--- src/rtl/pose_error.sv ---
`default_nettype none
//==============================================================================
// Module   : pose_error
// Brief    : Dead-reckoning pose tracker. Integrates commanded body velocities
//            once per tick into an (X, Y, theta) pose estimate and publishes the
//            registered error (target - pose) in sign-magnitude form. Stops
//            integrating once the controller reports the goal on two
//            consecutive ticks.
// Revision : 1.0 - initial release
//==============================================================================
module pose_error #(
    parameter int N_WIDTH  = 17,
    parameter int TICK_DIV = 390625,
    parameter int RAD2DEG  = 57,
    parameter int ACC_W    = 26
) (
    input  logic               POSE_ERROR_CLOCK_50,
    input  logic               POSE_ERROR_RESET_InHigh,
    input  logic               POSE_ERROR_TARGET_LOAD_In,
    input  logic [N_WIDTH-1:0] POSE_ERROR_TARGET_X_InBus,
    input  logic [N_WIDTH-1:0] POSE_ERROR_TARGET_Y_InBus,
    input  logic [N_WIDTH-1:0] POSE_ERROR_TARGET_Z_InBus,
    input  logic [N_WIDTH-1:0] POSE_ERROR_VX_InBus,
    input  logic [N_WIDTH-1:0] POSE_ERROR_VY_InBus,
    input  logic [N_WIDTH-1:0] POSE_ERROR_WZ_InBus,
    input  logic               POSE_ERROR_GOAL_FLAG_InLow,
    output logic [N_WIDTH-1:0] POSE_ERROR_X_OutBus,
    output logic [N_WIDTH-1:0] POSE_ERROR_Y_OutBus,
    output logic [N_WIDTH-1:0] POSE_ERROR_Z_OutBus,
    output logic               POSE_ERROR_VALID_Out,
    output logic               POSE_ERROR_DONE_Out
);

    // Bus values carry 8 fraction bits, accumulators carry 15; with dt = 1/128 s
    // a bus velocity read as an accumulator value is exactly v*dt.
    localparam int c_BUS_FRAC = 8;
    localparam int c_ACC_FRAC = 15;
    localparam int c_SHIFT    = c_ACC_FRAC - c_BUS_FRAC;
    localparam int c_MAG_W    = N_WIDTH - 1;
    localparam int c_TICK_W   = (TICK_DIV > 1) ? $clog2(TICK_DIV) : 1;

    localparam logic [c_TICK_W-1:0]    c_TICK_LAST = c_TICK_W'(TICK_DIV - 1);
    localparam logic [ACC_W-1:0]       c_MAG_MAX   = ACC_W'(2**c_MAG_W - 1);
    localparam logic [ACC_W-1:0]       c_RAD2DEG   = ACC_W'(RAD2DEG);
    localparam logic signed [ACC_W-1:0] c_XY_LIM   = ACC_W'((2**c_MAG_W - 1) * (2**c_SHIFT));
    localparam logic signed [ACC_W-1:0] c_DEG180   = ACC_W'(180 * (2**c_ACC_FRAC));
    localparam logic signed [ACC_W-1:0] c_DEG360   = ACC_W'(360 * (2**c_ACC_FRAC));

    localparam logic [1:0] c_ST_IDLE  = 2'd0;
    localparam logic [1:0] c_ST_TRACK = 2'd1;
    localparam logic [1:0] c_ST_DONE  = 2'd2;

    // Sign-magnitude to two's complement; negative zero collapses to zero.
    function automatic logic signed [N_WIDTH-1:0] sm_to_tc(input logic [N_WIDTH-1:0] sm);
        logic [N_WIDTH-1:0] mag;
        mag = {1'b0, sm[N_WIDTH-2:0]};
        return sm[N_WIDTH-1] ? -mag : mag;
    endfunction

    // Sign-extend a bus-resolution value into accumulator width (same LSB weight).
    function automatic logic signed [ACC_W-1:0] ext_raw(input logic signed [N_WIDTH-1:0] v);
        return {{(ACC_W-N_WIDTH){v[N_WIDTH-1]}}, v};
    endfunction

    // Re-scale a bus-resolution value to accumulator resolution (8 -> 15 fraction bits).
    function automatic logic signed [ACC_W-1:0] bus_to_acc(input logic signed [N_WIDTH-1:0] v);
        return {{(ACC_W-N_WIDTH-c_SHIFT){v[N_WIDTH-1]}}, v, {c_SHIFT{1'b0}}};
    endfunction

    // Clamp a linear position to the largest magnitude the bus can express.
    function automatic logic signed [ACC_W-1:0] sat_xy(input logic signed [ACC_W-1:0] v);
        logic signed [ACC_W-1:0] r;
        r = v;
        if (v > c_XY_LIM) begin
            r = c_XY_LIM;
        end else if (v < -c_XY_LIM) begin
            r = -c_XY_LIM;
        end
        return r;
    endfunction

    // Fold an angle into (-180, 180]; inputs never stray more than one turn out.
    function automatic logic signed [ACC_W-1:0] wrap_deg(input logic signed [ACC_W-1:0] v);
        logic signed [ACC_W-1:0] r;
        r = v;
        if (v > c_DEG180) begin
            r = v - c_DEG360;
        end else if (v <= -c_DEG180) begin
            r = v + c_DEG360;
        end
        return r;
    endfunction

    // Accumulator to bus sign-magnitude: truncate toward zero, saturate the
    // magnitude, and never emit a negative zero.
    function automatic logic [N_WIDTH-1:0] acc_to_sm(input logic signed [ACC_W-1:0] v);
        logic [ACC_W-1:0]   mag;
        logic [ACC_W-1:0]   bus_mag;
        logic [c_MAG_W-1:0] m;
        mag     = v[ACC_W-1] ? -v : v;
        bus_mag = mag >> c_SHIFT;
        m       = (bus_mag > c_MAG_MAX) ? c_MAG_MAX[c_MAG_W-1:0] : bus_mag[c_MAG_W-1:0];
        return {(v[ACC_W-1] && (m != '0)), m};
    endfunction

    logic [1:0]                r_state;
    logic [1:0]                w_state_nxt;
    logic                      r_goal_seen;
    logic                      w_goal_seen_nxt;
    logic [c_TICK_W-1:0]       r_tick_cnt;
    logic                      w_tick;
    logic                      w_integrate;

    logic signed [N_WIDTH-1:0] r_tgt_x;
    logic signed [N_WIDTH-1:0] r_tgt_y;
    logic signed [N_WIDTH-1:0] r_tgt_z;
    logic signed [ACC_W-1:0]   r_pose_x;
    logic signed [ACC_W-1:0]   r_pose_y;
    logic signed [ACC_W-1:0]   r_theta;

    logic signed [N_WIDTH-1:0] w_vx_tc;
    logic signed [N_WIDTH-1:0] w_vy_tc;
    logic [ACC_W-1:0]          w_wz_prod;
    logic [ACC_W-1:0]          w_dth_mag;
    logic signed [ACC_W-1:0]   w_dth;
    logic signed [ACC_W-1:0]   w_pose_x_nxt;
    logic signed [ACC_W-1:0]   w_pose_y_nxt;
    logic signed [ACC_W-1:0]   w_theta_nxt;

    logic signed [ACC_W-1:0]   w_err_x_acc;
    logic signed [ACC_W-1:0]   w_err_y_acc;
    logic signed [ACC_W-1:0]   w_err_z_acc;

    logic                      r_int_d;
    logic                      r_valid;
    logic                      r_done;
    logic [N_WIDTH-1:0]        r_err_x;
    logic [N_WIDTH-1:0]        r_err_y;
    logic [N_WIDTH-1:0]        r_err_z;

    assign w_tick      = (r_tick_cnt == c_TICK_LAST);
    // A tick landing on the load cycle still integrates, whatever the state.
    assign w_integrate = w_tick && ((r_state == c_ST_TRACK) || POSE_ERROR_TARGET_LOAD_In);

    // Linear velocities are already v*dt at accumulator resolution.
    assign w_vx_tc = sm_to_tc(POSE_ERROR_VX_InBus);
    assign w_vy_tc = sm_to_tc(POSE_ERROR_VY_InBus);

    // Angle step: |wz_raw|*RAD2DEG/128 truncated to bus resolution, then sign applied,
    // so rounding is toward zero for both directions.
    assign w_wz_prod = {{(ACC_W-c_MAG_W){1'b0}}, POSE_ERROR_WZ_InBus[c_MAG_W-1:0]} * c_RAD2DEG;
    assign w_dth_mag = (w_wz_prod >> c_SHIFT) << c_SHIFT;
    assign w_dth     = POSE_ERROR_WZ_InBus[N_WIDTH-1] ? -$signed(w_dth_mag) : $signed(w_dth_mag);

    // Forward motion (VX) advances Y, lateral motion (VY) moves toward -X.
    assign w_pose_y_nxt = sat_xy(r_pose_y + ext_raw(w_vx_tc));
    assign w_pose_x_nxt = sat_xy(r_pose_x - ext_raw(w_vy_tc));
    assign w_theta_nxt  = wrap_deg(r_theta + w_dth);

    // Error terms are formed from the pose written on the previous edge.
    assign w_err_x_acc = bus_to_acc(r_tgt_x) - r_pose_x;
    assign w_err_y_acc = bus_to_acc(r_tgt_y) - r_pose_y;
    assign w_err_z_acc = wrap_deg(bus_to_acc(r_tgt_z) - r_theta);

    // Free-running tick divider, active in every state.
    always_ff @(posedge POSE_ERROR_CLOCK_50) begin
        if (POSE_ERROR_RESET_InHigh) begin
            r_tick_cnt <= '0;
        end else if (w_tick) begin
            r_tick_cnt <= '0;
        end else begin
            r_tick_cnt <= r_tick_cnt + c_TICK_W'(1);
        end
    end

    // State and goal-tick history registers.
    always_ff @(posedge POSE_ERROR_CLOCK_50) begin
        if (POSE_ERROR_RESET_InHigh) begin
            r_state     <= c_ST_IDLE;
            r_goal_seen <= 1'b0;
        end else begin
            r_state     <= w_state_nxt;
            r_goal_seen <= w_goal_seen_nxt;
        end
    end

    // Next state: load always (re)enters TRACK; goal needs two consecutive low ticks.
    always_comb begin
        w_state_nxt     = r_state;
        w_goal_seen_nxt = r_goal_seen;
        case (r_state)
            c_ST_IDLE: begin
                if (POSE_ERROR_TARGET_LOAD_In) begin
                    w_state_nxt     = c_ST_TRACK;
                    w_goal_seen_nxt = 1'b0;
                end
            end
            c_ST_TRACK: begin
                if (POSE_ERROR_TARGET_LOAD_In) begin
                    w_goal_seen_nxt = 1'b0;
                end else if (w_tick) begin
                    if (!POSE_ERROR_GOAL_FLAG_InLow) begin
                        if (r_goal_seen) begin
                            w_state_nxt     = c_ST_DONE;
                            w_goal_seen_nxt = 1'b0;
                        end else begin
                            w_goal_seen_nxt = 1'b1;
                        end
                    end else begin
                        w_goal_seen_nxt = 1'b0;
                    end
                end
            end
            c_ST_DONE: begin
                if (POSE_ERROR_TARGET_LOAD_In) begin
                    w_state_nxt     = c_ST_TRACK;
                    w_goal_seen_nxt = 1'b0;
                end
            end
            default: begin
                w_state_nxt     = c_ST_IDLE;
                w_goal_seen_nxt = 1'b0;
            end
        endcase
    end

    // Target capture on load and pose integration on qualifying ticks.
    always_ff @(posedge POSE_ERROR_CLOCK_50) begin
        if (POSE_ERROR_RESET_InHigh) begin
            r_tgt_x  <= '0;
            r_tgt_y  <= '0;
            r_tgt_z  <= '0;
            r_pose_x <= '0;
            r_pose_y <= '0;
            r_theta  <= '0;
        end else begin
            if (POSE_ERROR_TARGET_LOAD_In) begin
                r_tgt_x <= sm_to_tc(POSE_ERROR_TARGET_X_InBus);
                r_tgt_y <= sm_to_tc(POSE_ERROR_TARGET_Y_InBus);
                r_tgt_z <= sm_to_tc(POSE_ERROR_TARGET_Z_InBus);
            end
            if (w_integrate) begin
                r_pose_x <= w_pose_x_nxt;
                r_pose_y <= w_pose_y_nxt;
                r_theta  <= w_theta_nxt;
            end
        end
    end

    // Error publication two cycles after the tick, with a one-cycle valid strobe.
    always_ff @(posedge POSE_ERROR_CLOCK_50) begin
        if (POSE_ERROR_RESET_InHigh) begin
            r_int_d <= 1'b0;
            r_valid <= 1'b0;
            r_done  <= 1'b0;
            r_err_x <= '0;
            r_err_y <= '0;
            r_err_z <= '0;
        end else begin
            r_int_d <= w_integrate;
            r_valid <= r_int_d;
            r_done  <= (w_state_nxt == c_ST_DONE);
            if (r_int_d) begin
                r_err_x <= acc_to_sm(w_err_x_acc);
                r_err_y <= acc_to_sm(w_err_y_acc);
                r_err_z <= acc_to_sm(w_err_z_acc);
            end
        end
    end

    assign POSE_ERROR_X_OutBus  = r_err_x;
    assign POSE_ERROR_Y_OutBus  = r_err_y;
    assign POSE_ERROR_Z_OutBus  = r_err_z;
    assign POSE_ERROR_VALID_Out = r_valid;
    assign POSE_ERROR_DONE_Out  = r_done;

endmodule
`default_nettype wire

--- config.mk ---
export PLATFORM = sky130hd
export DESIGN_NAME = pose_error
export DESIGN_NICKNAME = d
export VERILOG_FILES = /design/src/rtl/pose_error.sv
export SDC_FILE = /design/constraint.sdc
export NUM_CORES = 1
export LEC_CHECK = 0
export CELL_PAD_IN_SITES_DETAIL_PLACEMENT = 0
export CELL_PAD_IN_SITES_GLOBAL_PLACEMENT = 1
export CORE_MARGIN = 1.5
export CORE_UTILIZATION = 41
export CTS_CLUSTER_SIZE = 8
export DETAILED_ROUTE_END_ITERATION = 12
export GPL_TIMING_DRIVEN = 0
export PLACE_DENSITY = 0.78
export SYNTH_ARGS = -nofsm -noshare
export SYNTH_HDL_FRONTEND = slang
export SYNTH_SLANG_ARGS = --single-unit
export TNS_END_PERCENT = 1
--- constraint.sdc ---
create_clock -name POSE_ERROR_CLOCK_50 -period 10.7 [get_ports POSE_ERROR_CLOCK_50]
set_input_delay 3.21 -clock POSE_ERROR_CLOCK_50 [delete_from_list [all_inputs] [get_ports POSE_ERROR_CLOCK_50]]
set_output_delay 3.21 -clock POSE_ERROR_CLOCK_50 [all_outputs]
set_load 0.02 [all_outputs]
Word-level counts from Yosys, hierarchy flattened
Cells that the tools add are included.

storage, ports and cells
  flip-flop bits (word level) = 205
  input bits = 106
  output and inout port bits = 53

cells by class
  add/sub/neg operators = 20
  multipliers = 1
  $lt $le $gt $ge = 11
  eq/ne operators = 6
  muxes and demuxes = 32
  reduce and logical (&&, ||, !) cells = 12

operators by type and width
  operator                count
  $mux 26                 12
  $gt 26x24->1 const B    4
  $mux 17                 5
  $neg 16->17             5
  $neg 26->26             3
  $sub 24x26->26          3
  $gt 19x16->1 const B    3
  $add 26x25->26 const B  2
  $le 26x24->1 const B    2
  $lt 26x24->1 const B    2
  $sub 26x25->26 const B  2
  $mux 16                 3
  $reduce_bool 16->1      3
  $add 26x17->26          1
  $add 26x26->26          1
  $neg 22->26             1
  $sub 26x17->26          1
  $mul 16x6->22 const B   1
  $add 19x1->19 const B   1
  $eq 19x19->1 const B    1
  $mux 2                  5
  $mux 1                  5
  $eq 2x2->1 const B      2
  $logic_and 1x1->1       4
  9 further kinds         10

Logic depth before layout (Yosys ltp)
Gate-level depths: netlist of run 1.

  word-level depth = 10
  gate-level depth with buffers = 35
  gate-level depth less buffers = 35

Least setup slack after synthesis of run 1
Ideal clock, no wire load.

  kind = input port to flip-flop
  from = input POSE_ERROR_WZ_InBus[1]
  to = register r_theta[19]
  setup time = 0.095 ns
  arrival time = 10.540 ns
  data required time = 10.605 ns
  path slack = 0.064 ns
  stages = 34
  path through = inv_1 > fa_1 > inv_1 > fa_1 > ha_1 > ha_1 > and4_1 > a21o_1 > a21o_1 > a21oi_1 > nor2b_1 > or3_1 > a211oi_1 > nand3_1 > or2_2 > nor2_1 > mux2_2 > o221ai_1 > xor2_1 > ha_1 > or3_1 > a211oi_1 > nor2_1 > xnor2_1 > inv_1 > ha_1 > nand2_1 > a21oi_1 > o32ai_1 > nor3_1 > nor2_1 > nor2_1 > o32a_1 > a221oi_1

on the way
  cells in the longest elaborated chain, start to end = 7

ends and longest elaborated chain
  element                                                line    RTL
  from (decl)                                            25      input logic [N_WIDTH-1:0] POSE_ERROR_WZ_InBus,
  $mul 16x6->22 *                                        151     assign w_wz_prod = {{(ACC_W-c_MAG_W){1'b0}}, POSE_ERROR_WZ_InBus[c_MAG_W-1:0]} * c_RAD2DEG;
  $neg 22->26                                            153     assign w_dth = POSE_ERROR_WZ_InBus[N_WIDTH-1] ? -$signed(w_dth_mag) : $signed(w_dth_mag);
  $mux 26 *                                              153
  $add 26x26->26 *                                       158     assign w_theta_nxt = wrap_deg(r_theta + w_dth);
  $add 26x25->26 / $le 26x24->1 (equally long branches)  89, 88
  $mux 26                                                88      end else if (v <= -c_DEG180) begin
  $mux 26 *                                              86      if (v > c_DEG180) begin
  to (signal assigned)                                   245     r_theta <= w_theta_nxt;
  to (decl)                                              119     logic signed [ACC_W-1:0] r_theta;

Every way passes the cells marked *; elsewhere a longest branch is shown, timed or not.
A chain may end at the register's enable or synchronous reset.

Worst setup path in the final report of run 1
  from = input POSE_ERROR_WZ_InBus[7]
  to = register r_theta[19]

Same word-level chain as after synthesis.

==> results.sh, run 1 <==
export IMPL_synth_top_family_by_area="compound AO/OA/AOI/OAI gates"
export IMPL_cap_viol_max_count=0
export IMPL_antenna_left=0
export IMPL_ff2ff_path_depth=16
export IMPL_seq_area_frac_synth_pct=19.30
export IMPL_drc_errors=0
export IMPL_boundaryPins=159
export IMPL_cts_sinks=198
export IMPL_synthesis_area_sq_mm=0.02053
export IMPL_synth_largest_area_cell="dfxtp_1"
export IMPL_cts_root_buf="clkbuf_16"
export IMPL_r2r_start="r_tgt_z[0]"
export IMPL_dieArea_sq_mm=0.05144
export IMPL_synthToLayoutAreaGrowth_pct=16.59
export IMPL_cp_data_arrival_time_ns=10.69
export IMPL_use_met3_pct=2.099
export IMPL_antenna_found_initial=2
export IMPL_max_vdd_ir_drop_uv=98.28
export IMPL_fp_dieW_microns=226.8
export IMPL_synth_ff_type="dfxtp_1"
export IMPL_top_usage_layer="met2"
export IMPL_io_buffers=155
export IMPL_min_path_type="reg -> reg"
export IMPL_cts_clk_slew_worst_paths_ns=0.08
export IMPL_cts_tree="yes"
export IMPL_synth_simple_area_share_pct=22.01
export IMPL_grtUsageTotal_pct=23.63
export IMPL_max_freq_ghz=0.09680
export IMPL_n_fill_cell=4905
export IMPL_hold_depth=2
export IMPL_htreeDepth=4
export IMPL_hold_viol=0
export IMPL_path_class="in -> reg"
export IMPL_totalPowerFinal_mw=3.563
export IMPL_nNetsFinal=3169
export IMPL_min_to="POSE_ERROR_Y_OutBus[3]"
export IMPL_skew_ns=0.01036
export IMPL_rows=81
export IMPL_grt_max_degree=20
export IMPL_synthTopCellsByCount="nor2_1, dfxtp_1, nand2_1"
export IMPL_drt_pass1_iter_count=5
export IMPL_gp_congestion=0.9071
export IMPL_relSlewSlack_pct=36.12
export IMPL_powerDensity_mw_per_mm2=148.8
export IMPL_start_util_pct=41.78
export IMPL_overflow=0
export IMPL_ys_types=101
export IMPL_pre_cts_ws_ns=-1.653
export IMPL_synth_fa_ha_area_share_pct=14.38
export IMPL_fin_cells=3523
export IMPL_worst_ep_required_time_ns=11.06
export IMPL_yosys_top_cells_area="dfxtp_1, ha_1, xnor2_1"
export IMPL_wire_per_inst_microns=17.38
export IMPL_dieHeight_microns=226.8
export IMPL_tightestPinTransition_ns=0.9525
export IMPL_outcome="complete, no violations"
export IMPL_drt_wl_total_mm=61.22
export IMPL_dpl_hpwl_mm=50.58
export IMPL_vias_per_cell=5.575
export IMPL_syn_inst=2653
export IMPL_synthMuxAreaShare_pct=2.705
export IMPL_finalMaxSlewViolations=0
export IMPL_ff2ff_setup_slack_ns=5.33
export IMPL_hp_start="POSE_ERROR_Y_OutBus[3]"
export IMPL_cpMostUsedCell="ha_1"
export IMPL_synth_compound_area_share_pct=24.57
export IMPL_worstSetupStartpointType="input pin"
export IMPL_end_kind="flip-flop"
export IMPL_critical_path_slowest_cell="fa_1"
export IMPL_rr_endpoint="POSE_ERROR_Z_OutBus[16]"
export IMPL_grtUsageMet2_pct=40.31
export IMPL_syn_area_per_cell_sq_um=7.740
export IMPL_synth_warnings=0
export IMPL_synth_most_common_cell="nor2_1"
export IMPL_coreArea_sq_mm=0.04915
export IMPL_synth_xor_area_share_pct=11.37
export IMPL_async_reset_ff_share_pct=0
export IMPL_timing_critical_path_slowest_cell_delay_ns=0.55
export IMPL_vias=19640
export IMPL_finalCritPeriodShare_pct=96.55
export IMPL_synth_seq_cells=198
export IMPL_synth_top_area_share_pct=19.30
export IMPL_numCtsBuffers=17
export IMPL_drive_gt1_share_pct=6.578
export IMPL_p_leak_nw=9.556
export IMPL_met1_usage_pct=32.14
export IMPL_grt_pass1_vias=18510
export IMPL_placedCellCount=3473
export IMPL_setup_violations=0
export IMPL_holdWs_ns=0.4806
export IMPL_setup_ws_ns=0.3689
export IMPL_clk_path_buf_depth=2
export IMPL_grt_pass1_wl_mm=97.40
export IMPL_cp_max_fo=7
export IMPL_finalCriticalPeriod_ns=10.33
export IMPL_clkLatencyLatePin_ns=0.45
export IMPL_first_iter_violations=1080
export IMPL_synth_edf_count=0
-- stage by stage --
| step | TNS (ns) | util (%) | instance area (sq um) |
|---|---|---|---|
| after global placement | -11.36 | 46.63 | 22920 |
| after global routing | -0.009604 | 48.71 | 23940 |
| after floorplan | 0 | - | 20540 |
| after detailed placement | -11.83 | 46.63 | 22920 |
| after CTS | 0 | 48.24 | 23710 |
| final | 0 | 48.71 | 23940 |
-- power by group --
part	total, mW	internal, mW	switching, mW
Sequential	0.768	0.753	0.0159
Combinational	2.11	0.876	1.23
Clock	0.687	0.356	0.331
-- layout make-up --
cell class / count / area (sq um) / area share (%)
multi-input combinational: 2180 / 15670 / 65.47
sequential: 198 / 3964 / 16.56
timing repair buffer: 174 / 1708 / 7.134
tap: 664 / 830.8 / 3.470
inverter: 174 / 653.1 / 2.728
buffer: 100 / 496.7 / 2.075
clock buffer: 17 / 425.4 / 1.777
clock inverter: 15 / 187.7 / 0.7839
antenna: 1 / 2.502 / 0.01045
-- registers in the layout, indices dropped and copies added (netlist names) --
signal                flops
r_int_d                   1
r_tgt_z                  17
r_state                   2
r_pose_y                 26
POSE_ERROR_VALID_Out      1
POSE_ERROR_DONE_Out       1
r_tgt_y                  17
r_theta                  19
r_pose_x                 26
r_tgt_x                  17
r_tick_cnt               19
r_goal_seen               1
POSE_ERROR_Z_OutBus      17
POSE_ERROR_Y_OutBus      17
POSE_ERROR_X_OutBus      17
-- layer usage --
| layer | vias up | wire (microns) |
|---|---|---|
| li1 | 9963 | - |
| met1 | 9238 | 29650 |
| met2 | 379 | 28450 |
| met3 | 59 | 2117 |
| met4 | 2 | 983 |
| met5 | - | 11 |
-- cell usage in the layout, fill, tap and decap left out, types with 24 or more instances in the layout --
| master | n |
|---|---|
| a21o_1 | 58 |
| xnor2_1 | 145 |
| and3_1 | 28 |
| a21oi_1 | 136 |
| o31ai_1 | 32 |
| mux2i_1 | 41 |
| ha_1 | 184 |
| inv_1 | 170 |
| nand2_1 | 189 |
| fa_1 | 30 |
| nor2b_1 | 29 |
| clkbuf_1 | 70 |
| clkdlybuf4s50_1 | 151 |
| xor2_1 | 114 |
| a211oi_1 | 90 |
| buf_4 | 24 |
| nand2b_1 | 35 |
| o21a_1 | 31 |
| nor3_1 | 85 |
| nand3_1 | 53 |
| nor2_1 | 289 |
| o21ai_0 | 130 |
| dfxtp_1 | 198 |
| a31oi_1 | 30 |
| or3_1 | 32 |
-- worst max path at each step --
stage | startpoint | end | slack, ns
floorplan | POSE_ERROR_WZ_InBus[1] | r_theta[19] | 0.06
global placement | POSE_ERROR_WZ_InBus[1] | r_theta[19] | -1.60
detailed placement | POSE_ERROR_WZ_InBus[1] | r_theta[19] | -1.65
CTS | POSE_ERROR_WZ_InBus[1] | r_theta[19] | 0.02
global route | POSE_ERROR_WZ_InBus[5] | r_theta[19] | -0.01
finish | POSE_ERROR_WZ_InBus[7] | r_theta[19] | 0.37
-- critical path, delay by kind of cell --
kind,cells,cell delay [ns]
AO/OA/AOI/OAI,10,2.02
XOR/XNOR,1,0.22
adder cells (fa/ha/maj),5,1.98
buffers and inverters,3,0.72
multiplexers,2,0.70
AND/OR/NAND/NOR,11,1.83
-- logic make-up after synthesis --
logic type                 Yosys count
AOI/OAI and AO/OA                  724
xor gates and xnor gates           265
adders and majority gates          218
buffers and inverters              276
DFF                                198
muxes                               54
other                                2
and+or+nand+nor                    916
-- what timing repair did --
| item | CTS | global route |
|---|---|---|
| gates cloned | 0 | 0 |
| buffers inserted | 9 | 10 |
| endpoints found under the setup margin | 8 | 8 |
| gates resized for setup | 19 | 40 |
| pin swaps | 8 | 16 |
| hold endpoints to repair | 0 | 0 |
| hold buffers | 0 | 0 |
Power figures use the tool's default switching activity.
==> run 2, diff against run 1 <==
--- a/config.mk
+++ b/config.mk
@@ -13,6 +13,7 @@
 export DETAILED_ROUTE_END_ITERATION = 12
 export GPL_TIMING_DRIVEN = 0
 export PLACE_DENSITY = 0.78
+export REMOVE_ABC_BUFFERS = 1
 export SYNTH_ARGS = -nofsm -noshare
 export SYNTH_HDL_FRONTEND = slang
 export SYNTH_SLANG_ARGS = --single-unit
==> results.sh, run 2 (synthesis gave the netlist of run 1 again) <==
export IMPL_outcome="complete, no violations"
export IMPL_synthToLayoutAreaGrowth_pct=14.92
export IMPL_nNetsFinal=3080
export IMPL_dpl_hpwl_mm=44.33
export IMPL_start_util_pct=41.78
export IMPL_dieHeight_microns=226.8
export IMPL_vias_per_cell=5.547
export IMPL_cts_tree="yes"
export IMPL_cts_sinks=198
export IMPL_critical_path_slowest_cell="clkdlybuf4s50_1"
export IMPL_cpMostUsedCell="ha_1"
export IMPL_finalCriticalPeriod_ns=10.38
export IMPL_drc_errors=0
export IMPL_hold_buffers=0
export IMPL_placed_cell_area_sq_mm=0.02259
export IMPL_io_buffers=158
export IMPL_min_path_type="reg -> reg"
export IMPL_ff_latch_area_sq_mm=0.003965
export IMPL_finish_instance_area_sq_mm=0.02360
export IMPL_reg_top3="r_pose_x x26, r_pose_y x26"
export IMPL_skew_ns=0.02496
export IMPL_critPathTopFamily="compound AO/OA/AOI/OAI gates"
export IMPL_cts_root_buf="clkbuf_16"
export IMPL_rows=81
export IMPL_setup_violations=0
export IMPL_boundaryPins=159
export IMPL_tightestPinTransition_ns=1.251
export IMPL_min_to="POSE_ERROR_Y_OutBus[2]"
export IMPL_hold_depth=2
export IMPL_relSlewSlack_pct=16.57
export IMPL_cp_data_arrival_time_ns=10.79
export IMPL_cap_viol_max_count=0
export IMPL_crit_buf_inv=4
export IMPL_n_fill_cell=4927
export IMPL_numCtsBuffers=17
export IMPL_cp_max_fo=5
export IMPL_grt_max_degree=89
export IMPL_final_cell_mix="nor2_1, dfxtp_1, nand2_1"
export IMPL_finalCritPeriodShare_pct=97.03
export IMPL_drt_wl_total_mm=55.36
export IMPL_antenna_left=0
export IMPL_totalPowerFinal_mw=3.458
export IMPL_cts_clk_slew_worst_paths_ns=0.08
export IMPL_ff2ff_path_depth=15
export IMPL_vias=19060
export IMPL_p_leak_nw=9.387
export IMPL_coreArea_sq_mm=0.04915
export IMPL_drive_gt1_share_pct=6.428
export IMPL_clkLatencyLatePin_ns=0.50
export IMPL_drt_pass1_iter_count=5
export IMPL_grt_pass1_vias=17840
export IMPL_max_vdd_ir_drop_uv=142.5
export IMPL_first_iter_violations=1064
export IMPL_clk_path_buf_depth=2
export IMPL_worstSetupStartpointType="input pin"
export IMPL_max_freq_ghz=0.09632
export IMPL_grt_pass1_wl_mm=89.55
export IMPL_fin_setup_tns_ns=0
export IMPL_hp_start="POSE_ERROR_Y_OutBus[2]"
export IMPL_wire_per_inst_microns=16.12
export IMPL_ff2ff_setup_slack_ns=5.03
export IMPL_multi_input_area_sq_mm=0.01569
export IMPL_end_kind="flip-flop"
export IMPL_gp_congestion=0.8933
export IMPL_htreeDepth=4
export IMPL_hold_viol=0
export IMPL_r2r_start="r_theta[11]"
export IMPL_finalMaxSlewViolations=0
export IMPL_overflow=0
export IMPL_timing_critical_path_slowest_cell_delay_ns=0.51
export IMPL_path_class="in -> reg"
export IMPL_antenna_found_initial=3
export IMPL_worst_ep_required_time_ns=11.11
export IMPL_powerDensity_mw_per_mm2=146.5
export IMPL_rr_endpoint="POSE_ERROR_Z_OutBus[7]"
export IMPL_dieArea_sq_mm=0.05144
export IMPL_layout_commonest_cell="nor2_1"
export IMPL_fp_dieW_microns=226.8
export IMPL_grtUsageTotal_pct=21.49
==> run 2: final cells by class <==
cell class	count	share of cell area, %
clock buffers	19	1.877
multi-input cells	2180	66.48
clock inverters	13	0.5726
repair buffers	185	7.959
diodes	2	0.02121
flip-flops and latches	198	16.80
inverters	174	2.768
well taps	664	3.521
==> run 2: power breakdown <==
| group | switching [mW] | total, mW | leakage [nW] | internal [mW] |
|---|---|---|---|---|
| clock network | 0.328 | 0.662 | 0.278 | 0.334 |
| registers | 0.0133 | 0.766 | 1.61 | 0.753 |
| logic | 1.19 | 2.03 | 7.50 | 0.839 |
==> run 2: worst min-delay path, stage by stage, from the launching register on <==
cell and delay, ns:
dfxtp_1 0.31, nor2_1 0.08, nor3_1 0.04
==> run 2: metrics by stage <==
stage | util (%) | instances | worst slack, ns | hold slack [ns]
2_1_floorplan | - | 2552 | 0.06253 | 0.4431
3_3_place_gp | 45.67 | 3374 | -1.578 | 0.4629
3_5_place_dp | 45.96 | 3380 | -1.578 | 0.4655
4_1_cts | 47.59 | 3425 | 0.007989 | 0.4806
5_1_grt | 48.01 | 3435 | -0.08107 | 0.5086
6_report | 48.01 | 3435 | 0.3179 | 0.4778
==> run 2: how the worst max path moves through the flow <==
stage | from | endpoint | slack (ns) | cells past startpoint
finish | POSE_ERROR_WZ_InBus[2] | r_theta[19] | 0.32 | 33
global route | POSE_ERROR_WZ_InBus[2] | r_theta[22] | -0.08 | 37
detailed placement | POSE_ERROR_WZ_InBus[1] | r_theta[19] | -1.58 | 35
CTS | POSE_ERROR_WZ_InBus[1] | r_theta[19] | 0.008 | 34
floorplan | POSE_ERROR_WZ_InBus[1] | r_theta[19] | 0.06 | 34
global placement | POSE_ERROR_WZ_InBus[1] | r_theta[22] | -1.58 | 34
==> run 2: repair_timing <==
item / CTS / global route
resized for setup: 23 / 35
setup buffers: 13 / 8
pin swaps: 11 / 24
endpoints found under the setup margin: 8 / 8
==> run 2: metal layers <==
metal	GRT usage, %	part of all wire, %	vias to the layer above
met3	2.734	3.5	55
met2	35.83	46	348
met1	28.74	48	8845
met4	6.495	2.1	2
met5	0	0.023	-
li1	-	-	9805
==> run 3, diff against run 2 <==
--- a/config.mk
+++ b/config.mk
@@ -7,7 +7,8 @@
 export LEC_CHECK = 0
 export CELL_PAD_IN_SITES_DETAIL_PLACEMENT = 0
 export CELL_PAD_IN_SITES_GLOBAL_PLACEMENT = 1
-export CORE_MARGIN = 1.5
+export CORE_ASPECT_RATIO = 1.5
+export CORE_MARGIN = 5
 export CORE_UTILIZATION = 41
 export CTS_CLUSTER_SIZE = 8
 export DETAILED_ROUTE_END_ITERATION = 12
==> results.sh, run 3 (synthesis gave the netlist of run 1 again) <==
export IMPL_outcome="complete, no violations"
export IMPL_max_vdd_ir_drop_uv=125.4
export IMPL_synthToLayoutAreaGrowth_pct=15.09
export IMPL_p_int_mw=1.960
export IMPL_start_util_pct=41.34
export IMPL_layout_commonest_cell="nor2_1"
export IMPL_finalCriticalPeriod_ns=10.38
export IMPL_totalPowerFinal_mw=3.478
export IMPL_htreeDepth=4
export IMPL_fin_cells=3433
export IMPL_min_path_type="reg -> reg"
export IMPL_drt_wl_total_mm=57.34
export IMPL_cts_root_buf="clkbuf_16"
export IMPL_numCtsBuffers=17
export IMPL_pwr_share_clk_pct=20.0
export IMPL_grt_pass1_wl_mm=93.23
export IMPL_first_iter_violations=793
export IMPL_vias=19230
export IMPL_relSlewSlack_pct=20.71
export IMPL_holdWs_ns=0.4814
export IMPL_hold_viol=0
export IMPL_grt_max_degree=108
export IMPL_clk_path_buf_depth=2
export IMPL_end_kind="flip-flop"
export IMPL_power_switching_mw=1.518
export IMPL_dieHeight_microns=284.1
export IMPL_drive_gt1_share_pct=6.503
export IMPL_tightestPinTransition_ns=1.189
export IMPL_boundaryPins=159
export IMPL_cpMostUsedCell="ha_1"
export IMPL_finalMaxSlewViolations=0
export IMPL_cts_sinks=198
export IMPL_io_buffers=158
export IMPL_grt_pass1_vias=19120
export IMPL_n_fill_cell=4986
export IMPL_fp_dieW_microns=192.7
export IMPL_timing_critical_path_slowest_cell_delay_ns=0.55
export IMPL_grtUsageTotal_pct=20.42
export IMPL_placedCellCount=3378
export IMPL_rows=100
export IMPL_clkLatencyLatePin_ns=0.46
export IMPL_switching_share_pct=43.64
export IMPL_dpl_hpwl_mm=46.42
export IMPL_rsz0062_at_grt="false"
export IMPL_max_freq_ghz=0.09630
export IMPL_skew_ns=0.01633
export IMPL_gp_congestion=0.8776
export IMPL_powerDensity_mw_per_mm2=147.2
export IMPL_overflow=0
export IMPL_path_class="in -> reg"
export IMPL_sequentialPowerShare_pct=22.0
export IMPL_nNetsFinal=3079
export IMPL_coreArea_sq_mm=0.04967
export IMPL_cap_viol_max_count=0
export IMPL_final_cell_mix="nor2_1, dfxtp_1, nand2_1"
export IMPL_drt_pass1_iter_count=5
export IMPL_worst_ep_required_time_ns=11.06
export IMPL_drc_errors=0
export IMPL_wire_per_inst_microns=16.70
export IMPL_finalCritPeriodShare_pct=97.05
export IMPL_critical_path_slowest_cell="fa_1"
export IMPL_cts_clk_slew_worst_paths_ns=0.08
export IMPL_worstSetupStartpointType="input pin"
export IMPL_cts_tree="yes"
export IMPL_cp_data_arrival_time_ns=10.75
export IMPL_setup_violations=0
export IMPL_antenna_found_initial=2
export IMPL_dieArea_sq_mm=0.05475
export IMPL_antenna_left=0
export IMPL_power_frac_comb_pct=58.0
export IMPL_reg_top3="r_pose_x x26, r_pose_y x26"
export IMPL_cp_max_fo=7
export IMPL_p_leak_nw=9.407
export IMPL_vias_per_cell=5.600
run 3: power groups by stage:
stage	clock network [mW]	registers, mW	logic [mW]
floorplan	0	0.778	1.42
global placement	0	0.782	1.82
detailed placement	0	0.782	1.86
CTS	0.714	0.765	1.93
global route	0.738	0.767	2.23
finish	0.696	0.765	2.02
run 3: path summary, 6_finish.rpt:
check                    startpoint     endpoint  slack (ns)  depth (start not counted)
max          POSE_ERROR_WZ_InBus[0]  r_theta[24]        0.32                         34
max reg2reg             r_pose_y[2]  r_pose_y[3]        5.15                         15
min reg2reg              r_state[1]   r_state[0]        0.48                          1
min                      r_state[1]   r_state[0]        0.48                          1
run 3: per-layer routing:
metal / up-vias / share of wire (%) / track usage, %
met5: - / 0 / 0
met3: 100 / 3.4 / 2.578
li1: 9795 / - / -
met2: 339 / 52 / 38.02
met1: 8992 / 42 / 23.29
met4: 0 / 3.3 / 7.831
run 3: repair_timing:
action / 4_1_cts / 5_1_grt
resized for setup: 23 / 36
hold buffers: 0 / 0
gates cloned: 0 / 0
buffers inserted: 10 / 11
setup endpoints to repair: 8 / 8
pin swaps: 9 / 20
run 3: worst max-delay path: cells and delay by family:
family / cells / cell delay, ns
adders and majority gates: 5 / 1.75
xor gates and xnor gates: 2 / 0.35
muxes: 2 / 0.52
and+or+nand+nor: 11 / 2.42
buffers and inverters: 3 / 0.56
AOI/OAI and AO/OA: 11 / 1.93
run 3: through the flow:
| stage | TNS [ns] | setup WS, ns | utilization, % | area, sq um |
|---|---|---|---|---|
| 2_1_floorplan | 0 | 0.06253 | - | 20040 |
| 3_3_place_gp | -27.63 | -1.765 | 45.19 | 22450 |
| 3_5_place_dp | -12.14 | -1.704 | 45.45 | 22580 |
| 4_1_cts | 0 | 0.006148 | 47.09 | 23390 |
| 5_1_grt | 0 | 0.003372 | 47.57 | 23630 |
| 6_report | 0 | 0.3154 | 47.58 | 23630 |
run 3: area by class of cell:
type	instances	area [sq um]	area share, %
inverter	174	653.1	2.764
antenna	2	5.005	0.02118
multi-input combinational	2180	15710	66.46
timing repair buffer	184	1863	7.883
clock inverter	13	167.7	0.7094
clock buffer	19	442.9	1.874
sequential	198	3965	16.78
tap	663	829.5	3.510
